### config.mk
export PLATFORM = sky130hd
export DESIGN_NAME = mem_bus_arbiter
export DESIGN_NICKNAME = d
export VERILOG_FILES = /design/src/rtl/mem_bus_arbiter.sv
export SDC_FILE = /design/constraint.sdc
export NUM_CORES = 1
export LEC_CHECK = 0
export BUFFER_PORTS_ARGS = -buffer_cell sky130_fd_sc_hd__buf_2
export CELL_PAD_IN_SITES_DETAIL_PLACEMENT = 1
export CELL_PAD_IN_SITES_GLOBAL_PLACEMENT = 2
export CORE_MARGIN = 10
export CORE_UTILIZATION = 13
export DETAILED_ROUTE_END_ITERATION = 8
export PLACE_DENSITY = 0.86
export SLEW_MARGIN = 20
export SYNTH_ARGS = -nofsm -noshare
export SYNTH_HDL_FRONTEND = slang
export SYNTH_SLANG_ARGS = --single-unit
export TNS_END_PERCENT = 5
### constraint.sdc
create_clock -name clk -period 2.3 [get_ports clk]
set_clock_uncertainty 0.15 [all_clocks]
set_input_delay 0.46 -clock clk [delete_from_list [all_inputs] [get_ports clk]]
set_output_delay 0.46 -clock clk [all_outputs]
set_load 0.03 [all_outputs]
### src/rtl/mem_bus_arbiter.sv
// Two-master, one-slave round-robin bus arbiter with per-grant timeout abort.
// One transaction per grant; slave ack/data are routed back to the owner only.
module mem_bus_arbiter #(
  parameter int AW      = 32,
  parameter int DW      = 32,
  parameter int TIMEOUT = 255
) (
  input  logic          clk,
  input  logic          reset,
  input  logic          m0_stb_i,
  input  logic          m0_we_i,
  input  logic [AW-1:0] m0_addr_i,
  input  logic [DW-1:0] m0_dat_i,
  output logic [DW-1:0] m0_dat_o,
  output logic          m0_ack_o,
  input  logic          m1_stb_i,
  input  logic          m1_we_i,
  input  logic [AW-1:0] m1_addr_i,
  input  logic [DW-1:0] m1_dat_i,
  output logic [DW-1:0] m1_dat_o,
  output logic          m1_ack_o,
  output logic          s_stb_o,
  output logic          s_we_o,
  output logic [AW-1:0] s_addr_o,
  output logic [DW-1:0] s_dat_o,
  input  logic [DW-1:0] s_dat_i,
  input  logic          s_ack_i,
  output logic [1:0]    grant,
  output logic          timeout_err,
  output logic [1:0]    o_dbg_state
);

  typedef enum logic [1:0] {IDLE = 2'd0, GNT0 = 2'd1, GNT1 = 2'd2} state_t;

  localparam logic [7:0] TERM = 8'(TIMEOUT - 1);

  state_t     r_state, w_next;
  logic       r_last, w_next_last;
  logic [7:0] r_cnt, w_next_cnt;
  logic       w_sel1, w_stb, w_ack;

  always_ff @(posedge clk) begin
    if (reset) begin
      r_state <= IDLE;
      r_last  <= 1'b1;
      r_cnt   <= 8'd0;
    end else begin
      r_state <= w_next;
      r_last  <= w_next_last;
      r_cnt   <= w_next_cnt;
    end
  end

  assign o_dbg_state = r_state;

  // Handshake: a master holds stb with stable we/addr/dat until its ack;
  // ack is a single-cycle pulse, either the slave's ack or a forced timeout ack.
  always_comb begin
    w_next      = r_state;
    w_next_last = r_last;
    w_next_cnt  = r_cnt;
    w_sel1      = (r_state == GNT1);
    w_stb       = 1'b0;
    w_ack       = 1'b0;
    s_stb_o     = 1'b0;
    s_we_o      = 1'b0;
    s_addr_o    = '0;
    s_dat_o     = '0;
    m0_ack_o    = 1'b0;
    m1_ack_o    = 1'b0;
    m0_dat_o    = '0;
    m1_dat_o    = '0;
    grant       = 2'b00;
    timeout_err = 1'b0;
    case (r_state)
      IDLE: begin
        w_next_cnt = 8'd0;
        if (m0_stb_i && m1_stb_i) w_next = r_last ? GNT0 : GNT1;
        else if (m0_stb_i)        w_next = GNT0;
        else if (m1_stb_i)        w_next = GNT1;
      end
      GNT0, GNT1: begin
        w_stb    = w_sel1 ? m1_stb_i  : m0_stb_i;
        s_we_o   = w_sel1 ? m1_we_i   : m0_we_i;
        s_addr_o = w_sel1 ? m1_addr_i : m0_addr_i;
        s_dat_o  = w_sel1 ? m1_dat_i  : m0_dat_i;
        s_stb_o  = w_stb;
        grant    = w_sel1 ? 2'b10 : 2'b01;
        w_ack    = s_ack_i;
        // Slave ack beats withdrawal, which beats the timeout abort.
        if (s_ack_i || !w_stb) begin
          w_next = IDLE;
        end else if (r_cnt == TERM) begin
          w_ack       = 1'b1;
          timeout_err = 1'b1;
          s_stb_o     = 1'b0;
          w_next      = IDLE;
        end else begin
          w_next_cnt = r_cnt + 8'd1;
        end
        if (w_next == IDLE) begin
          w_next_last = w_sel1;
          w_next_cnt  = 8'd0;
        end
        if (w_sel1) begin
          m1_ack_o = w_ack;
          m1_dat_o = s_dat_i;
        end else begin
          m0_ack_o = w_ack;
          m0_dat_o = s_dat_i;
        end
      end
      default: begin
        w_next     = IDLE;
        w_next_cnt = 8'd0;
      end
    endcase
  end

endmodule

; ---- Yosys cells after proc, flatten, opt, wreduce, memory -nomap -nowiden
; Cells that the tools add are included.
[word_totals]
input_bits = 167
register_bits = 11
output_inout_bits = 137
[classes]
bitwise = 3
eq_ne = 4
reduce_logical = 9
mux = 33
n_addsub = 1
[ops]
columns = cell, count
row1 = 32-bit two-way mux, 8
row2 = 2-bit two-way mux, 9
row3 = 1-bit two-way mux, 15
row4 = 8-bit by 1-bit adder with 8-bit output (second input constant), 1
row5 = 8-bit equality test (second input constant), 1
row6 = 2-bit logical NOT, 2
row7 = 4-bit inequality test (second input constant), 1
row8 = 2-bit case mux with 2 select lines, 1
row9 = 2-bit AND reduction, 2
row10 = 1-bit NOT, 3
row11 = 3-bit OR reduction, 1
row12 = 2-bit by 1-bit equality test with 1-bit output (second input constant), 1
row13 = 2-bit equality test (second input constant), 1
row14 = 2-bit OR reduction, 1
row15 = 1-bit logical AND, 1
row16 = 1-bit logical NOT, 1
row17 = 1-bit logical OR, 1

; ---- Depth between registers and ports, before layout
; Gate-level depths: netlist of run 1.
[logic_depth]
depth_word = 8
depth_mapped = 7
ltp_nobuf = 6

; ---- Worst setup path before layout of run 1
; OpenSTA, ideal clock, no wires.
[synth_path]
path_kind = register -> output
startpoint = reg r_state[0], in the netlist o_dbg_state[0]
endpoint = out s_stb_o
setup_slack_ns = -0.475
t_arrival_ns = 2.165
path_stages_with_launch = 6
t_required_ns = 1.690
cell_sequence = dfxtp_1 > inv_1 > ha_1 > clkbuf_1 > clkbuf_1 > nor3b_1
[synth_between]
elab_chain_len = 6
word_cells_on_any_way = 9
classes_between = eq/ne: 2 / mux: 4 / reduce/logical: 3
[synth_rtl]
columns = element, line_no
row1 = "start, declared", 37  ; state_t r_state, w_next;
row2 = "start signal, assigned", 48  ; r_state <= w_next;
row3 = 2-bit equality test, "62, 75"
row4 = 1-bit two-way mux, 83  ; w_stb = w_sel1 ? m1_stb_i : m0_stb_i;
row5 = 1-bit logical NOT, 91  ; if (s_ack_i || !w_stb) begin
row6 = 1-bit logical OR, 91
row7 = 1-bit two-way mux, 91
row8 = 1-bit two-way mux *, 75  ; case (r_state)
row9 = "end, declared", 22  ; output logic s_stb_o,
; Every way passes the cells marked *; elsewhere a longest branch is shown, timed or not.

; ---- Worst setup path in the final report of run 1
[layout_path]
startpoint = reg r_state[0], in the netlist o_dbg_state[0]
endpoint = out s_addr_o[28]
[layout_between]
elab_chain_len = 3
word_cells_on_any_way = 5
classes_between = eq/ne: 2 / mux: 2 / reduce/logical: 1
[layout_rtl]
columns = element, line_no
row1 = 2-bit equality test / 2-bit by 1-bit equality test with 1-bit output (equally long branches), "62, 75"
row2 = 32-bit two-way mux / 2-bit OR reduction (equally long branches), "85, 75"
row3 = 32-bit two-way mux *, 75
row4 = "end, declared", 24  ; output logic [AW-1:0] s_addr_o,
; Marked as above.

==> impl_metrics.ini, run 1 <==
[grt]
overflow = 0
antenna_found_initial = 3
grt_pass1_wl_microns = 20200
grt_max_degree = 35
grt_use_total_pct = 11.0
grt_pass1_vias = 3753

[critical_path]
path_class = reg -> out
crit_path_end_kind = output pin
startpoint_type = register
r2r_setup_slack_ns = 0.22
arrival_ns = 1.67
cp_max_fo = 15
worstPathRequired_ns = 1.69

[yosys]
synth_xor_area_share_pct = 1.19
synthTopCellsByArea = mux2i_1 30%, nor2b_1 19%, and2_1 18%
synth_seq_cells = 11
synth.distinct_cells = 31
synth_edf_count = 0
syn_nets = 469
seq_area_frac_synth_pct = 9.97
yosys.area_share.simple_pct = 45.1
yosys_warnings = 0
synth_adder_area_share_pct = 3.40
synth.avg_cell_area_sq_um = 7.46
syn_area_sq_mm = 0.00221
synth_top_area_share_pct = 30.4
synth_compound_area_share_pct = 4.53
async_flop_share_pct = 0
yosys.area.top_type = mux2i_1
syn_inst = 296
ys.flop_type = dfxtp_1
synthMuxAreaShare_pct = 30.4
synthTopCellsByCount = 67 x mux2i_1, 67 x nor2b_1, 65 x and2_1, 15 x clkbuf_1, 13 x nor2_1
synth_top_family_by_area = simple AND/OR/NAND/NOR gates

[drt]
vias_per_cell = 4.07
drt-initial-drc-count = 52
wirelength_microns = 13900
vias = 3374
ant_nets = 0
avgRoutedWirePerCell_microns = 16.7
firstDrtPassIters = 4
drc_errors = 0

[power_and_ir_drop]
cellPowerDensity_mw_per_mm2 = 495
power_frac_seq_pct = 9.4
clkPwrFrac_pct = 14.2
peakVddDrop_mv = 0.208
leakagePower_nw = 2.34
total_power_mw = 2.24
comb_power_share_pct = 76.4
internal-power_mw = 1.13
p_switching_mw = 1.11
switching_share_pct = 49.6

[place]
dp_hpwl_microns = 11800
port_buffers = 303
gp_congestion = 0.811

[run]
maxCapViolations = 0

[floorplan]
ios = 304
coreArea_sq_mm = 0.0166
die_w_microns = 150
start_util_pct = 13.3
die_area_sq_mm = 0.0226
die_h_microns = 150
rows = 47

[cts]
clockBufferDepth = 2
cts.reportedPaths.clkPinSlew_ns = 0.04
numCtsBuffers = 3
root_buffer = clkbuf_16
htreeDepth = 1
cts_hold_buf = 0
clkLatencyLatePin_ns = 0.23
cts_sinks = 11
cts_tree = done

[cells_and_area]
final_util_pct = 27.2
drive_above_1_share_pct = 62.8
nets = 781
areaGrowthSynthToFinish_pct = 105
fill_cells = 2116

[timing]
max_freq_mhz = 439
setup_viol = 0
max_slew_margin_pct = 66.5
fin_crit_ns = 2.28
rsz0062_at_grt = true
slew_violations = 0
max_slew.worst_pin.slew_ns = 0.490
holdWs_ns = 0.377
finalHoldViolCount = 0
fin_crit_sh_pct = 99.1

[min_path]
hold_class = reg -> reg

[outcome]
status = finished, final reports clean
[cell families after synthesis]
logic type,after synthesis
flip-flops,11
XOR/XNOR,3
multiplexers,67
buffers and inverters,29
AND/OR/NAND/NOR,165
adder cells (fa/ha/maj),6
AO/OA/AOI/OAI,15
[worst paths after layout]
kind	startpoint	end	cells past startpoint
max	o_dbg_state[0]	s_addr_o[28]	7
max reg2reg	o_dbg_state[0]	r_cnt[4]	7
min	r_cnt[4]	r_cnt[4]	2
min reg2reg	r_cnt[4]	r_cnt[4]	2
[per-stage QoR]
step                area [sq um]  setup TNS [ns]  std cells  worst slack (ns)
floorplan                   2280           -4.44        296           -0.0547
global placement            4200               0        815             0.138
detailed placement          4200               0        815             0.114
CTS                         4500       -0.000185        827         -0.000185
global route                4520           -2.18        828           -0.0662
finish                      4520               0        828            0.0198
[registers in the layout (all words and copies together), names as in the netlist]
signal,flops
r_cnt,8
r_last,1
o_dbg_state,2
[critical path, stage by stage, from the launching register on]
cell	delay (ns)
dfxtp_4	0.36
inv_4	0.08
ha_4	0.18
buf_12	0.19
buf_12	0.15
mux2i_1	0.23
nor2b_2	0.06
buf_2	0.18
[power groups by stage]
| stage | combinational [mW] | sequential, mW | clock [mW] |
|---|---|---|---|
| after CTS | 1.75 | 0.210 | 0.329 |
| after global placement | 1.59 | 0.212 | 0 |
| after floorplan | 1.02 | 0.218 | 0 |
| after detailed placement | 1.60 | 0.212 | 0 |
| after global routing | 1.84 | 0.212 | 0.338 |
| final | 1.71 | 0.211 | 0.317 |
[layout make-up]
cell class,instances,area (sq um),area share [%]
multi-input combinational,256,1980,43.7
clock buffer,4,78.8,1.74
inverter,6,25.0,0.553
tap,220,275,6.09
antenna,1,2.50,0.0553
sequential,11,228,5.03
timing repair buffer,330,1940,42.8
[timing repair]
item / in CTS / in global routing
pin swaps: 3 / 0
endpoints found under the setup margin: 106 / 99
cloned: 1 / 0
resized for setup: 46 / 19
setup buffers: 7 / 1
[cells in the final DEF, fill, tap and decap left out, types with 2 or more instances in the layout]
| master | count |
|---|---|
| clkbuf_16 | 3 |
| a21oi_2 | 2 |
| nor2_1 | 12 |
| nor2b_1 | 62 |
| mux2i_1 | 66 |
| or3_1 | 2 |
| nand4_1 | 4 |
| and4_1 | 2 |
| a21oi_1 | 3 |
| dfxtp_1 | 9 |
| and2_1 | 34 |
| clkbuf_4 | 7 |
| ha_4 | 2 |
| and2_2 | 29 |
| and2_4 | 2 |
| buf_4 | 52 |
| buf_6 | 5 |
| o21ai_0 | 4 |
| buf_12 | 7 |
| nor2b_2 | 4 |
| inv_1 | 5 |
| dfxtp_4 | 2 |
| ha_1 | 4 |
| nand2_1 | 5 |
| xnor2_1 | 2 |
| buf_2 | 259 |
[layer usage]
metal  share of wire [%]  global-route usage [%]  vias to the layer above  routed length [microns]
li1                    -                       -                     1612                        -
met1                  38                    11.5                     1529                     5220
met2                  46                    18.9                      219                     6380
met3                  15                    6.03                       10                     2120
met4                0.79                    2.24                        4                      110
met5                0.15                       0                        -                       21
(Power assumes the default switching activity.)
==> run 2, diff against run 1 <==
--- a/config.mk
+++ b/config.mk
@@ -8,7 +8,7 @@
 export BUFFER_PORTS_ARGS = -buffer_cell sky130_fd_sc_hd__buf_2
 export CELL_PAD_IN_SITES_DETAIL_PLACEMENT = 1
 export CELL_PAD_IN_SITES_GLOBAL_PLACEMENT = 2
-export CORE_MARGIN = 10
+export CORE_MARGIN = 2
 export CORE_UTILIZATION = 13
 export DETAILED_ROUTE_END_ITERATION = 8
 export PLACE_DENSITY = 0.86
==> impl_metrics.ini, run 2 (synthesis results as in run 1) <==
[outcome]
status = finished with violations
violations = negative setup slack

[cells_and_area]
fill_cells = 2053
drive_above_1_share_pct = 63.8
final_cell_mix = 238 x buf_2, 62 x mux2i_1, 62 x nor2b_1, 37 x buf_4, 36 x buf_6
regMostFlops = r_cnt
final_common_cell = buf_2
nets = 776
areaGrowthSynthToFinish_pct = 114
largest_reg_flops = 8
finalInstanceArea_sq_mm = 0.00472

[critical_path]
crit_family = flip-flops
crit_start = o_dbg_state[1]
crit_slowest_cell = dfxtp_4
cp-endpoint = timeout_err
crit_path_cell_trace = ha_4 -> buf_6 -> mux2i_2 -> nor2_1 -> and3_1 -> buf_4
arrival_ns = 1.70
r2r_start = o_dbg_state[0]
startpoint_type = register
worstPathRequired_ns = 1.69
cpPeakStageDelay_ns = 0.39
crit_path_end_kind = output pin
crit_buf_inv = 2
cp_max_fo = 5
path_class = reg -> out
crit_cells = 6
r2r_setup_slack_ns = 0.06
timing.rr.end = r_cnt[6]
r2r_cells = 8

[drt]
vias = 3319
drt-initial-drc-count = 31
ant_nets = 0
avgRoutedWirePerCell_microns = 16.2
vias_per_cell = 4.03
firstDrtPassIters = 4
wirelength_microns = 13300
drc_errors = 0

[place]
gp_congestion = 0.731
placed_area_sq_mm = 0.00418
port_buffers = 303
dp_hpwl_microns = 10300

[floorplan]
rows = 47
coreArea_sq_mm = 0.0166
die_w_microns = 134
die_h_microns = 134
ios = 304
start_util_pct = 13.3
die_area_sq_mm = 0.0181

[grt]
grt_use_total_pct = 13.3
grt_max_degree = 37
grt_pass1_wl_microns = 18900
grt_pass1_vias = 3479
met1_usage_pct = 15.8
antenna_found_initial = 0
grt_use_met3_pct = 3.25
grtUsageMet2_pct = 24.5
overflow = 0
busiest_layer = met2

[cts]
cts.reportedPaths.clkPinSlew_ns = 0.04
htreeDepth = 1
cts_sinks = 11
numCtsBuffers = 3
clkLatencyLatePin_ns = 0.25
cts_tree = done
cts_hold_buf = 0
clockBufferDepth = 2
root_buffer = clkbuf_16

[timing]
rsz0062_at_grt = true
max_slew.worst_pin.slew_ns = 0.507
slew_violations = 0
layout_setup_ws_ns = -0.0123
fin_crit_ns = 2.31
holdWs_ns = 0.379
max_freq_mhz = 432
setup_viol = 1
fin_crit_sh_pct = 101
finalHoldViolCount = 0
max_slew_margin_pct = 65.3

[power_and_ir_drop]
cellPowerDensity_mw_per_mm2 = 500
peakVddDrop_mv = 0.205
leakagePower_nw = 2.36

[min_path]
hold_class = reg -> reg

[run]
maxCapViolations = 0
-- run 2: through the flow --
stage | util (%) | cells | setup slack, ns | TNS [ns] | power [mW]
finish | 28.5 | 823 | -0.0123 | -0.0123 | 2.36
CTS | 27.5 | 822 | -0.0140 | -0.0156 | 2.32
floorplan | - | 296 | -0.0547 | -4.44 | 1.24
global placement | 25.2 | 812 | -0.0186 | -0.0186 | 1.80
global route | 28.5 | 822 | -0.0601 | -1.21 | 2.49
detailed placement | 25.2 | 812 | -0.0236 | -0.0236 | 1.81
-- run 2: how the worst min path moves through the flow --
stage              startpoint  cells after the start  slack, ns              to
6_report             r_cnt[0]                      2       0.38        r_cnt[0]
5_1_grt        o_dbg_state[0]                      2       0.41  o_dbg_state[0]
4_1_cts              r_cnt[4]                      2       0.38        r_cnt[4]
3_5_place_dp         r_cnt[4]                      2       0.37        r_cnt[4]
3_3_place_gp         r_cnt[4]                      2       0.36        r_cnt[4]
2_1_floorplan        r_cnt[0]                      1       0.29        r_cnt[0]
-- run 2: area by class of cell --
class                           count  area (sq um)  share of cell area [%]
Antenna cell                        1          2.50                  0.0530
Clock buffer                        3          75.1                    1.59
Clock inverter                      1          5.00                   0.106
Inverter                            6          27.5                   0.583
Multi-Input combinational cell    256          2020                    42.8
Sequential cell                    11           226                    4.80
Tap cell                          220           275                    5.83
Timing Repair Buffer              325          2090                    44.2
-- run 2: repair_timing --
item | in CTS | in global routing
buffers inserted | 4 | 1
gates cloned | 2 | 0
setup endpoints to repair | 106 | 82
gates resized for setup | 73 | 51
pin swaps | 2 | 3
-- run 2: tightest hold or removal path, cell delays in order (launching register included) --
cell and delay (ns):
dfxtp_1 0.32, buf_4 0.12, nor2_1 0.04
-- run 2: metal layers --
layer  part of all wire, %  routed length (microns)
met5                     0                        0
met4                  0.78                      104
met3                   9.6                     1280
met2                    49                     6560
met1                    40                     5390
-- run 2: report_power, final --
group          leakage [nW]  switching (mW)  internal [mW]
Clock                0.0409           0.101          0.232
Sequential           0.0907         0.00940          0.200
Combinational          2.23            1.05          0.775
Total                  2.36            1.16           1.21
